$ cat config.mk
export PLATFORM = sky130hd
export DESIGN_NAME = seq_shift_add_mult
export DESIGN_NICKNAME = d
export VERILOG_FILES = /design/src/rtl/mult_pkg.sv /design/src/rtl/mux3.sv /design/src/rtl/seq_shift_add_mult.sv
export SDC_FILE = /design/constraint.sdc
export NUM_CORES = 1
export LEC_CHECK = 0
export BUFFER_PORTS_ARGS = -buffer_cell sky130_fd_sc_hd__buf_2
export CAP_MARGIN = 20
export CORE_UTILIZATION = 45
export CTS_CLUSTER_SIZE = 14
export DETAILED_ROUTE_END_ITERATION = 8
export PLACE_DENSITY = 0.66
export SYNTH_ARGS = -nofsm -noshare
export SYNTH_HDL_FRONTEND = slang
export SYNTH_SLANG_ARGS = --single-unit
$ cat constraint.sdc
create_clock -name clk -period 2.9 [get_ports clk]
set_input_delay 0.58 -clock clk [delete_from_list [all_inputs] [get_ports clk]]
set_output_delay 0.58 -clock clk [all_outputs]
set_load 0.02 [all_outputs]
$ cat src/rtl/mult_pkg.sv
// Shared types and constants for the sequential shift-add multiplier.
package mult_pkg;

  typedef enum logic [1:0] {
    IDLE = 2'b00,
    RUN  = 2'b01,
    DONE = 2'b10
  } state_t;

  localparam logic [1:0] SEL_HOLD  = 2'b00;
  localparam logic [1:0] SEL_ADD   = 2'b01;
  localparam logic [1:0] SEL_SHIFT = 2'b10;

  // Ceiling log2, used to size the iteration counter.
  function automatic int unsigned clog2(input int unsigned v);
    int unsigned r;
    r = 0;
    for (int unsigned p = 1; p < v; p = p << 1) r = r + 1;
    return r;
  endfunction

endpackage

$ cat src/rtl/mux3.sv
// Three-input mux; select 2'b11 aliases to d2.
module mux3 #(
  parameter int unsigned WIDTH = 8
) (
  input  logic [1:0]       sel,
  input  logic [WIDTH-1:0] d0,
  input  logic [WIDTH-1:0] d1,
  input  logic [WIDTH-1:0] d2,
  output logic [WIDTH-1:0] y
);

  // Pick one of the three data inputs.
  always_comb begin
    y = d0;
    case (sel)
      2'b00:   y = d0;
      2'b01:   y = d1;
      default: y = d2;
    endcase
  end

endmodule

$ cat src/rtl/seq_shift_add_mult.sv
// Unsigned WIDTH x WIDTH sequential shift-add multiplier, one iteration per clock.
module seq_shift_add_mult
  import mult_pkg::*;
#(
  parameter int unsigned WIDTH = 8
) (
  input  logic               clk,
  input  logic               rst_n,
  input  logic               start,
  input  logic [WIDTH-1:0]   multiplicand,
  input  logic [WIDTH-1:0]   multiplier,
  output logic               busy,
  output logic               done,
  output logic [2*WIDTH-1:0] product
);

  localparam int unsigned CW = (clog2(WIDTH) < 1) ? 1 : clog2(WIDTH);
  localparam logic [CW-1:0] LAST = CW'(WIDTH - 1);

  state_t state_q, state_d;
  logic [1:0]         sel;
  logic [WIDTH-1:0]   a_q;
  logic [CW-1:0]      count_q;
  // Chain layout: {carry, acc_hi, Q}
  logic [2*WIDTH:0]   chain_q;
  logic [2*WIDTH:0]   chain_nxt;
  logic [2*WIDTH:0]   add_shift;
  logic [2*WIDTH:0]   shift_only;
  logic [WIDTH:0]     sum;
  logic               load;

  assign load = (state_q == IDLE) && start;

  // Add A into acc_hi at full WIDTH+1 width, then shift the whole chain right;
  // the sum's carry lands in acc_hi's MSB and a zero enters the carry slot.
  always_comb begin
    sum        = {1'b0, chain_q[2*WIDTH-1:WIDTH]} + {1'b0, a_q};
    add_shift  = {1'b0, sum, chain_q[WIDTH-1:1]};
    shift_only = {1'b0, chain_q[2*WIDTH:1]};
  end

  mux3 #(.WIDTH(2*WIDTH+1)) u_mux (
    .sel (sel),
    .d0  (chain_q),
    .d1  (add_shift),
    .d2  (shift_only),
    .y   (chain_nxt)
  );

  // State register.
  always_ff @(posedge clk or negedge rst_n) begin
    if (!rst_n) state_q <= IDLE;
    else        state_q <= state_d;
  end

  // Next-state, mux select and handshake outputs.
  always_comb begin
    state_d = state_q;
    sel     = SEL_HOLD;
    busy    = 1'b0;
    done    = 1'b0;
    case (state_q)
      IDLE: if (start) state_d = RUN;
      RUN: begin
        busy = 1'b1;
        sel  = chain_q[0] ? SEL_ADD : SEL_SHIFT;
        if (count_q == LAST) state_d = DONE;
      end
      DONE: begin
        done    = 1'b1;
        state_d = IDLE;
      end
      default: state_d = IDLE;
    endcase
  end

  // Operand capture, iteration chain, counter and product register.
  always_ff @(posedge clk or negedge rst_n) begin
    if (!rst_n) begin
      a_q     <= '0;
      chain_q <= '0;
      count_q <= '0;
      product <= '0;
    end else begin
      if (load) begin
        a_q     <= multiplicand;
        chain_q <= {1'b0, {WIDTH{1'b0}}, multiplier};
        count_q <= '0;
      end else begin
        chain_q <= chain_nxt;
      end
      if (state_q == RUN) begin
        count_q <= count_q + 1'b1;
        if (count_q == LAST) product <= chain_nxt[2*WIDTH-1:0];
      end
    end
  end

endmodule

## Yosys cells after proc, flatten, opt, wreduce, memory -nomap -nowiden

Cells that the tools add are included.

| storage, ports and cells | value |
|---|---|
| flip-flop bits (word level) | 46 |
| output and inout port bits | 18 |

| cells by class | value |
|---|---|
| $add $sub $neg | 2 |
| equality and inequality tests | 7 |
| multiplexer cells | 11 |
| reduce and logical (&&, ||, !) cells | 6 |

Operator list:

| kind | count |
|---|---|
| $pmux 17 s2 | 1 |
| $mux 17 | 1 |
| $add 8x8->9 | 1 |
| $mux 2 | 4 |
| $mux 3 | 2 |
| $ne 2x2->1 const B | 3 |
| $eq 2x1->1 const B | 2 |
| $logic_not 2->1 | 2 |
| $pmux 2 s2 | 1 |
| $reduce_and 2->1 | 2 |
| $add 3x1->3 const B | 1 |
| $eq 3x3->1 const B | 1 |
| $eq 2x2->1 const B | 1 |
| $mux 1 | 2 |
| $reduce_bool 2->1 | 1 |
| $logic_and 1x1->1 | 1 |

## Depth between registers and ports, before layout

Gate-level depths: netlist of the first run.

| logic depth | value |
|---|---|
| depth after elaboration | 5 |
| mapped depth | 8 |
| gate-level depth less buffers | 7 |

## Modules after synthesis

From an unflattened synthesis of the first run, not the netlist that was laid out.

| second synthesis, totals | value |
|---|---|
| cells, all modules | 210 |
| area total of the unflattened synthesis | 2483.6 µm² |

Modules (own cells, without submodules):

| module | instances | cells each | area each (µm²) |
|---|---|---|---|
| seq_shift_add_mult | 1 | 154 | 2115.8 |
| mux3 | 1 | 56 | 367.9 |

## Least setup slack after synthesis of the first run

No wires, ideal clock.

| timing path | value |
|---|---|
| kind | register to register |
| start | register a_q[0] |
| end | register product[15] |
| arrival time | 1.887 ns |
| data required time | 2.766 ns |
| path slack | 0.879 ns |
| stages on the path, launching flop included | 8 |
| clock period less this slack | 2.021 ns |
| path through | dfrtp_1 > ha_1 > fa_1 > a211o_2 > o211ai_1 > a21oi_2 > o31ai_1 > o21ai_0 |

| on the way | value |
|---|---|
| cells in the longest elaborated chain, start to end | 2 |

Ends and longest elaborated chain:

| element | RTL line | RTL |
|---|---|---|
| from (decl) | seq_shift_add_mult.sv:22 | `logic [WIDTH-1:0] a_q;` |
| from (signal assigned) | seq_shift_add_mult.sv:86 | `a_q <= multiplicand;` |
| $add 8x8->9 | seq_shift_add_mult.sv:37 | `sum = {1'b0, chain_q[2*WIDTH-1:WIDTH]} + {1'b0, a_q};` |
| $pmux 17 s2 | mux3.sv:15 | `case (sel)` |
| to (signal assigned) | seq_shift_add_mult.sv:94 | `if (count_q == LAST) product <= chain_nxt[2*WIDTH-1:0];` |
| to (decl) | seq_shift_add_mult.sv:14 | `output logic [2*WIDTH-1:0] product` |

No other way between the ends. The select of a mux whose other input is x is not followed.
A chain may end at the register's enable or synchronous reset.

## Worst setup path in the final report of the first run

| timing path | value |
|---|---|
| start | register chain_q[8] |
| end | register product[15] |

| on the way | value |
|---|---|
| cells in the longest elaborated chain, start to end | 2 |

Ends and longest elaborated chain:

| element | RTL line | RTL |
|---|---|---|
| from (decl) | seq_shift_add_mult.sv:25 | `logic [2*WIDTH:0] chain_q;` |
| from (signal assigned) | seq_shift_add_mult.sv:87 | `chain_q <= {1'b0, {WIDTH{1'b0}}, multiplier};` |
| from (signal assigned) | seq_shift_add_mult.sv:90 | `chain_q <= chain_nxt;` |
| $add 8x8->9 | seq_shift_add_mult.sv:37 |  |
| $pmux 17 s2 | mux3.sv:15 |  |

No other way between the ends. The select of a mux whose other input is x is not followed.

==> results.sh, run 1 <==
export IMPL_crit_required_ns=3.07
export IMPL_via_count=1658
export IMPL_synth_cell_types=40
export IMPL_fillers=435
export IMPL_synth_compound_area_share_pct=15.2
export IMPL_n_antenna_cell=0
export IMPL_clock_sinks=45
export IMPL_r2r_cells=7
export IMPL_peakVddDrop_mv=0.660
export IMPL_status="completed"
export IMPL_die_area_um2=5230
export IMPL_muxShareOfSynthArea_pct=6.81
export IMPL_syn_num_nets=254
export IMPL_dp_hpwl_um=3050
export IMPL_postCtsHoldBufs=0
export IMPL_syn_inst=224
export IMPL_drtAntennaViolNets=0
export IMPL_synthFlopType="dfrtp_1"
export IMPL_routedWlPerCell_um=13.7
export IMPL_start_util_pct=47.1
export IMPL_grt_use_total_pct=18.5
export IMPL_rsz0062_at_grt="no"
export IMPL_slew_limit_headroom_pct=53.4
export IMPL_synth_xor_area_share_pct=1.97
export IMPL_p_leak_nw=1.25
export IMPL_drc=0
export IMPL_fin_worst_skew_ns=0.00868
export IMPL_cts_root_buf="clkbuf_8"
export IMPL_synth_top_family_by_area="simple AND/OR/NAND/NOR gates"
export IMPL_rr_endpoint="product[15]"
export IMPL_grt_overflow=0
export IMPL_synth_seq_cells=45
export IMPL_finalNetCount=289
export IMPL_cts_htree_levels=2
export IMPL_worstMarginPinSlew_ns=0.700
export IMPL_yosys_warnings=0
export IMPL_path_clk_slew_ns=0.08
export IMPL_critPathArrivalTime_ns=2.36
export IMPL_grt_pass1_wl_um=7380
export IMPL_critPathLaunchType="register"
export IMPL_core_um2=4720
export IMPL_setup_violations=0
export IMPL_crit_path_end_kind="register"
export IMPL_clock_latency_ns=0.30
export IMPL_ys_seq_area_share_pct=50.6
export IMPL_min_path_type="primary input to async pin"
export IMPL_wirelength_um=4480
export IMPL_fin_cells=326
export IMPL_synth_fa_ha_area_share_pct=6.53
export IMPL_rows=25
export IMPL_cts_tree="built"
export IMPL_r2r_start="chain_q[8]"
export IMPL_first_iter_violations=99
export IMPL_avgSynthCellArea_um2=9.93
export IMPL_synth_edf_count=0
export IMPL_numCtsBuffers=5
export IMPL_place_ws_ns=0.722
export IMPL_critical_path_class="register to register"
export IMPL_gp_congestion=0.825
export IMPL_drive_above_1_share_pct=24.7
export IMPL_reg2reg_slack_ns=0.71
export IMPL_syn_to_final_growth_pct=15.7
export IMPL_post_cts_resized=0
export IMPL_synth_simple_gate_area_share_pct=15.9
export IMPL_worst_path_max_fanout=3
export IMPL_cts_buffer_depth=2
export IMPL_async_flop_share_pct=100
export IMPL_syn_cell_area_um2=2220
export IMPL_layout_setup_ws_ns=0.714
export IMPL_p_per_area_nw_per_um2=1270
export IMPL_vias_per_cell=5.09
export IMPL_synth_top_area_share_pct=50.6
export IMPL_grt_pass1_vias=1632
export IMPL_slew_violations=0
export IMPL_maxCapViolCount=0
export IMPL_max_freq_ghz=0.457
export IMPL_chipHeight_um=72.3
export IMPL_yosys_top_cells_area="dfrtp_1, nand2_1, ha_1"
export IMPL_fin_crit_sh_pct=75.4
export IMPL_port_buffers=36
export IMPL_grt_start_max_net_pins=46
export IMPL_grt_antenna_before_repair=0
export IMPL_cts_post_setup_buffers_inserted=0
export IMPL_layout_min_cycle_time_ns=2.19
export IMPL_ios=37
export IMPL_hold_violations=0
export IMPL_tns_ns=0
export IMPL_dp_cells=318
export IMPL_die_w_um=72.3
export IMPL_drt_pass1_iterations=4
export IMPL_yosysTopAreaCell="dfrtp_1"
-- critical path: stages (launching register included) --
cell and delay, ns:
dfrtp_1 0.40, ha_1 0.25, fa_1 0.42, a211o_2 0.36
o211ai_1 0.11, a21oi_2 0.12, o31ai_1 0.28, o21ai_0 0.14
-- synthesized netlist by cell type (2+ instances only) --
cell and count:
a211oi_1 3, o211ai_1 2, buf_2 5, nand3_1 2, dfrtp_1 45, a311oi_1 2
mux2_2 9, inv_1 3, nor3_1 3, o21a_1 2, a31oi_1 3, xor2_1 2
xnor2_1 3, nand2b_1 2, nor2_1 24, o21ai_0 13, nand2_1 46, a21oi_1 5
o22ai_1 6, clkbuf_1 7, ha_1 10, nand2_2 2, o31ai_1 3, o21ai_1 2
mux2i_1 5
-- layout by cell type (no fill, tap or decap), types with 5 or more instances in the layout --
master    netlist  routed
nand2_1        46      46
dfrtp_1        45      45
mux2i_1         5       5
buf_2           5      36
nor2_1         24      24
ha_1           10      10
clkbuf_8        0       6
a21oi_1         5       5
o22ai_1         6       6
mux2_2          9       9
o21ai_0        13      13
-- metal layers --
layer / GRT usage [%] / vias up / wire, µm
met4: 5.88 / 0 / 55
met1: 23.1 / 786 / 2180
met2: 31.6 / 26 / 2100
li1: - / 840 / -
met5: 0 / - / 0
met3: 4.72 / 6 / 148
-- metrics by stage --
step	total power [W]	cell area, µm²	utilization [%]	hold WS, ns
4_1_cts	0.00330	2540	53.9	0.461
6_report	0.00327	2570	54.5	0.246
2_1_floorplan	0.00248	2220	-	0.284
3_3_place_gp	0.00285	2460	52.1	0.460
3_5_place_dp	0.00290	2460	52.1	0.476
5_1_grt	0.00355	2570	54.5	0.277
-- sequential cells by signal, summed over array words and instances, names as in the netlist --
| register | count |
|---|---|
| chain_q | 16 |
| product | 16 |
| a_q | 8 |
| count_q | 3 |
| state_q | 2 |
-- worst max path at each step --
stage               startpoint           to  slack [ns]  cells past startpoint
floorplan               a_q[0]  product[15]        0.88                      7
global placement        a_q[0]  product[15]        0.79                      7
detailed placement  chain_q[8]  product[15]        0.72                      7
CTS                 chain_q[8]  product[15]        0.72                      7
global route            a_q[0]  product[15]        0.56                      7
finish              chain_q[8]  product[15]        0.71                      7
-- kinds of logic after synthesis --
group | Yosys count
mux | 14
compound gates | 48
buf+inv | 16
fa+ha+maj | 11
xor+xnor | 5
simple gates | 85
flops | 45
-- power breakdown --
part	internal, W	switching, W
Combinational	0.000722	0.000994
Sequential	0.000936	0.000228
Clock	0.000189	0.000201
Total	0.00185	0.00142
-- layout make-up --
type	count	area (µm²)	area share, %
Inverter	4	15.0	0.584
Timing Repair Buffer	40	230	8.95
Clock buffer	7	86.3	3.36
Multi-Input combinational cell	163	1030	40.1
Sequential cell	45	1130	43.8
Tap cell	67	83.8	3.26
Note: power is estimated with default switching activity, not from simulation.
==> run 2, diff against run 1 <==
- clock period: 2.9 -> 2.03 ns (I/O delays scaled with it)
==> results.sh, run 2 (synthesis gave the netlist of run 1 again) <==
export IMPL_fin_crit_sh_pct=96.5
export IMPL_peakVddDrop_mv=0.881
export IMPL_slew_limit_headroom_pct=56.5
export IMPL_top_regs="chain_q (16), product (16), a_q (8)"
export IMPL_grt_start_max_net_pins=25
export IMPL_dp_hpwl_um=3230
export IMPL_status="completed"
export IMPL_final_common_cell="nand2_1"
export IMPL_numCtsBuffers=5
export IMPL_drtAntennaViolNets=0
export IMPL_maxCapViolCount=0
export IMPL_post_route_cell_area_um2=2670
export IMPL_start_util_pct=47.1
export IMPL_drt_pass1_iterations=4
export IMPL_port_buffers=36
export IMPL_wirelength_um=4510
export IMPL_critical_path_class="register to register"
export IMPL_p_per_area_nw_per_um2=1830
export IMPL_min_path_type="primary input to async pin"
export IMPL_critPathArrivalTime_ns=2.16
export IMPL_cts_tree="built"
export IMPL_grt_use_total_pct=20.1
export IMPL_drive_above_1_share_pct=29.6
export IMPL_die_w_um=72.3
export IMPL_path_clk_slew_ns=0.08
export IMPL_rsz0062_at_grt="yes"
export IMPL_power_total_w=0.00487
export IMPL_clock_sinks=45
export IMPL_chipHeight_um=72.3
export IMPL_final_core_util_pct=56.5
export IMPL_finalNetCount=297
export IMPL_crit_required_ns=2.23
export IMPL_grt_overflow=0
export IMPL_p_leak_nw=1.28
export IMPL_hold_violations=0
export IMPL_cts_buffer_depth=2
export IMPL_postCtsHoldBufs=0
export IMPL_grt_pass1_wl_um=7950
export IMPL_critPathLaunchType="register"
export IMPL_worst_path_max_fanout=2
export IMPL_final_cell_mix="nand2_1, dfrtp_1, buf_2, nor2_1"
export IMPL_cts_htree_levels=2
export IMPL_vias_per_cell=5.13
export IMPL_whs_ns=0.0764
export IMPL_drc=0
export IMPL_cts_root_buf="clkbuf_8"
export IMPL_grt_pass1_vias=1738
export IMPL_routedWlPerCell_um=13.5
export IMPL_syn_to_final_growth_pct=19.9
export IMPL_first_iter_violations=65
export IMPL_core_um2=4720
export IMPL_clock_latency_ns=0.29
export IMPL_layout_min_cycle_time_ns=1.96
export IMPL_via_count=1713
export IMPL_gp_congestion=0.888
export IMPL_ios=37
export IMPL_grt_antenna_before_repair=0
export IMPL_tns_ns=0
export IMPL_worstMarginPinSlew_ns=0.653
export IMPL_place_area_um2=2520
export IMPL_die_area_um2=5230
export IMPL_fin_worst_skew_ns=0.00436
export IMPL_setup_violations=0
export IMPL_n_antenna_cell=0
export IMPL_rows=25
export IMPL_crit_path_end_kind="register"
export IMPL_max_freq_ghz=0.510
export IMPL_slew_violations=0
-- run 2: changes by cell type in the layout (fill, tap and decap cells not counted), sizes merged --
cell,delta
buf,+8
-- run 2: per-stage QoR --
stage,worst slack [ns],cells
6_report,0.0703,334
5_1_grt,-0.0366,334
4_1_cts,0.0242,332
3_5_place_dp,-0.0626,324
3_3_place_gp,-0.0210,324
2_1_floorplan,0.00912,224
-- run 2: routing by layer --
layer | GRT usage (%) | routed length, µm | part of all wire (%) | vias up
met1 | 25.7 | 2180 | 48 | 809
met2 | 33.4 | 2110 | 47 | 32
met3 | 4.72 | 161 | 3.6 | 6
met5 | 0 | 0 | 0 | -
li1 | - | - | - | 866
met4 | 7.41 | 65 | 1.4 | 0
-- run 2: area by class of cell --
type	instances	area (µm²)
flip-flops and latches	45	1130
inverters	4	15.0
clock buffers	7	86.3
multi-input cells	163	1070
repair buffers	48	283
fillers	433	2060
well taps	67	83.8
-- run 2: final timing paths --
kind                            startpoint           to  slack, ns  cells after the start
setup / recovery                chain_q[8]  product[11]       0.07                      7
hold / removal                       rst_n  chain_q[12]       0.08                      1
setup reg to reg                chain_q[8]  product[11]       0.07                      7
hold reg to reg                product[12]  product[12]       0.48                      2
max in group asynchronous            rst_n       a_q[2]       1.46                      2
min in group clk           multiplicand[6]       a_q[6]       0.30                      3
-- run 2: where the power goes --
part           internal [W]  leakage (nW)  switching (W)  total, W
registers           0.00134         0.548       0.000339   0.00168
logic               0.00117         0.686        0.00148   0.00265
clock network      0.000270        0.0443       0.000276  0.000546
total               0.00278          1.28        0.00209   0.00487
-- run 2: what timing repair did --
action | CTS | global route
gates resized for setup | 3 | 7
buffers inserted | 1 | 2
setup endpoints to repair | 4 | 5
pin swaps | 3 | 5
-- run 2: critical path, stage by stage, from the launching register on --
cell and delay, ns:
dfrtp_1 0.40, ha_2 0.20, fa_2 0.35, a211o_4 0.35, o21ai_2 0.07, xnor2_1 0.13, mux2i_1 0.12, o31ai_1 0.24
==> run 3, diff against run 2 <==
- CAP_MARGIN: 20 -> 25
- PLACE_DENSITY: 0.66 -> 0.65
- SYNTH_HIERARCHICAL: unset -> 1
==> results.sh, run 3 <==
export IMPL_synth_common_cells="dfrtp_1, nand2_1, mux2_2, mux2i_1, nor2b_1"
export IMPL_cpLargestDelayFamily="adder cells"
export IMPL_fin_worst_skew_ns=0.00756
export IMPL_critical_path_class="register to register"
export IMPL_ys_seq_area_share_pct=46.3
export IMPL_drt_pass1_iterations=4
export IMPL_status="completed"
export IMPL_yosys_warnings=6
export IMPL_drive_above_1_share_pct=44.5
export IMPL_worst_path_max_fanout=2
export IMPL_cts_htree_levels=2
export IMPL_gp_congestion=0.811
export IMPL_dp_hpwl_um=2990
export IMPL_p_leak_nw=1.46
export IMPL_crit_path_end_kind="register"
export IMPL_start_util_pct=47.7
export IMPL_setup_violations=0
export IMPL_cts_buffer_depth=2
export IMPL_ios=37
export IMPL_yosysTopAreaCell="dfrtp_1"
export IMPL_die_w_um=76.3
export IMPL_port_buffers=36
export IMPL_core_um2=5200
export IMPL_reg2reg_slack_ns=0.004
export IMPL_critPathLaunchType="register"
export IMPL_drc=0
export IMPL_rows=26
export IMPL_maxCapViolCount=0
export IMPL_synth_cell_types=37
export IMPL_max_freq_ghz=0.494
export IMPL_async_flop_share_pct=100
export IMPL_cts_root_buf="clkbuf_8"
export IMPL_path_clk_slew_ns=0.09
export IMPL_n_antenna_cell=0
export IMPL_top_register="chain_q"
export IMPL_peakVddDrop_mv=1.12
export IMPL_first_iter_violations=49
export IMPL_drtAntennaViolNets=0
export IMPL_critPathArrivalTime_ns=2.21
export IMPL_finalNetCount=292
export IMPL_whs_ns=0.0756
export IMPL_syn_inst=210
export IMPL_layout_min_cycle_time_ns=2.03
export IMPL_numCtsBuffers=5
export IMPL_clock_latency_ns=0.30
export IMPL_grt_pass1_wl_um=7930
export IMPL_power_total_w=0.00523
export IMPL_largest_reg_flops=17
export IMPL_register_area_um2=1150
export IMPL_wirelength_um=4450
export IMPL_yosys_top_cells_area="dfrtp_1, mux2_2, mux2i_1"
export IMPL_yosysMostFrequentCell="dfrtp_1"
export IMPL_grt_pass1_vias=1741
export IMPL_crit_path_cell_trace="ha_4 > fa_2 > a21oi_2 > buf_4 > o21bai_1 > xor2_1 > mux2i_1 > o21ai_1 > mux2_4"
export IMPL_hold_violations=0
export IMPL_p_per_area_nw_per_um2=1710
export IMPL_min_path_type="primary input to async pin"
export IMPL_fin_cells=333
export IMPL_fin_crit_sh_pct=99.8
export IMPL_grt_start_max_net_pins=47
export IMPL_clock_sinks=46
export IMPL_syn_cell_area_um2=2480
export IMPL_die_area_um2=5820
export IMPL_cts_tree="built"
export IMPL_fillers=450
export IMPL_grt_overflow=0
export IMPL_dp_cells=323
export IMPL_crit_required_ns=2.22
export IMPL_synth_seq_cells=46
export IMPL_grt_use_total_pct=17.2
export IMPL_routedWlPerCell_um=13.4
export IMPL_synthFlopType="dfrtp_1"
export IMPL_final_common_cell="dfrtp_1"
export IMPL_crit_buf_inv=1
export IMPL_slew_violations=0
export IMPL_synth_edf_count=0
export IMPL_top_regs="chain_q (17), product (16), a_q (8)"
export IMPL_multi_input_area_um2=1340
export IMPL_synth_top_area_share_pct=46.3
export IMPL_syn_to_final_growth_pct=23.2
export IMPL_via_count=1681
export IMPL_crit_slowest_cell="dfrtp_1"
export IMPL_chipHeight_um=76.3
export IMPL_grt_antenna_before_repair=0
export IMPL_max_stage_delay_ns=0.42
export IMPL_rsz0062_at_grt="yes"
export IMPL_vias_per_cell=5.05
export IMPL_final_cell_mix="dfrtp_1, buf_2, nand2_1, mux2_2, mux2i_1"
export IMPL_avgSynthCellArea_um2=11.8
[run 3: changes by cell type in the layout (fill, tap and decap cells not counted), moves of 10 or more]
cell / delta
nor2_1: -21
nand2_1: -21
mux2_2: +14
mux2i_1: +13
nor2b_1: +10
[run 3: worst register-to-register path, cell delays in order (launching register included)]
cell and delay [ns]:
dfrtp_1 0.42, ha_4 0.18, fa_2 0.35, a21oi_2 0.15, buf_4 0.12, o21bai_1 0.06
xor2_1 0.14, mux2i_1 0.13, o21ai_1 0.09, mux2_4 0.28
[run 3: cells by family after synthesis]
kind of cell | after synthesis | share of synthesized area [%]
other cells | 1 | 0.151
fa+ha+maj | 11 | 5.84
simple gates | 50 | 10.7
buf+inv | 14 | 4.28
flops | 46 | 46.3
mux | 50 | 23.1
compound gates | 34 | 8.11
xor+xnor | 4 | 1.41
[run 3: repair_timing]
action | 4_1_cts | 5_1_grt
gates resized for setup | 12 | 8
setup buffers | 1 | 1
hold buffers | 0 | 0
pin swaps | 3 | 6
setup endpoints to repair | 8 | 9
[run 3: stage by stage]
step	TNS (ns)	setup WS [ns]	util [%]	cell area (µm²)
floorplan	0	0.0204	-	2490
global placement	-0.151	-0.0709	54.4	2830
detailed placement	-0.456	-0.185	54.4	2830
CTS	-0.0390	-0.0290	58.0	3020
global route	-0.522	-0.147	58.8	3060
finish	0	0.00412	58.8	3060
[run 3: cell type report]
type	count	share of cell area [%]
well taps	70	2.86
flip-flops and latches	46	37.7
multi-input cells	151	43.8
clock inverters	3	1.31
inverters	5	0.777
clock buffers	5	2.25
repair buffers	53	11.3
[run 3: worst paths after layout]
kind	end	startpoint	cells after the start
min reg2reg	count_q[0]	count_q[0]	1
min	a_q[6]	rst_n	2
max in group asynchronous	a_q[1]	rst_n	2
min in group clk	a_q[4]	multiplicand[4]	2
max	product[11]	chain_q[8]	9
max reg2reg	product[11]	chain_q[8]	9
[run 3: metal layers]
metal	GRT usage (%)	share of wire [%]	up-vias
li1	-	-	834
met1	22.2	47	813
met2	28.5	48	30
met3	3.71	3.9	4
met4	5.77	1.2	0
met5	0	0	-
[run 3: power breakdown]
group          switching [W]  internal, W
combinational        0.00144      0.00150
clock               0.000317     0.000363
sequential          0.000284      0.00132
total                0.00204      0.00319
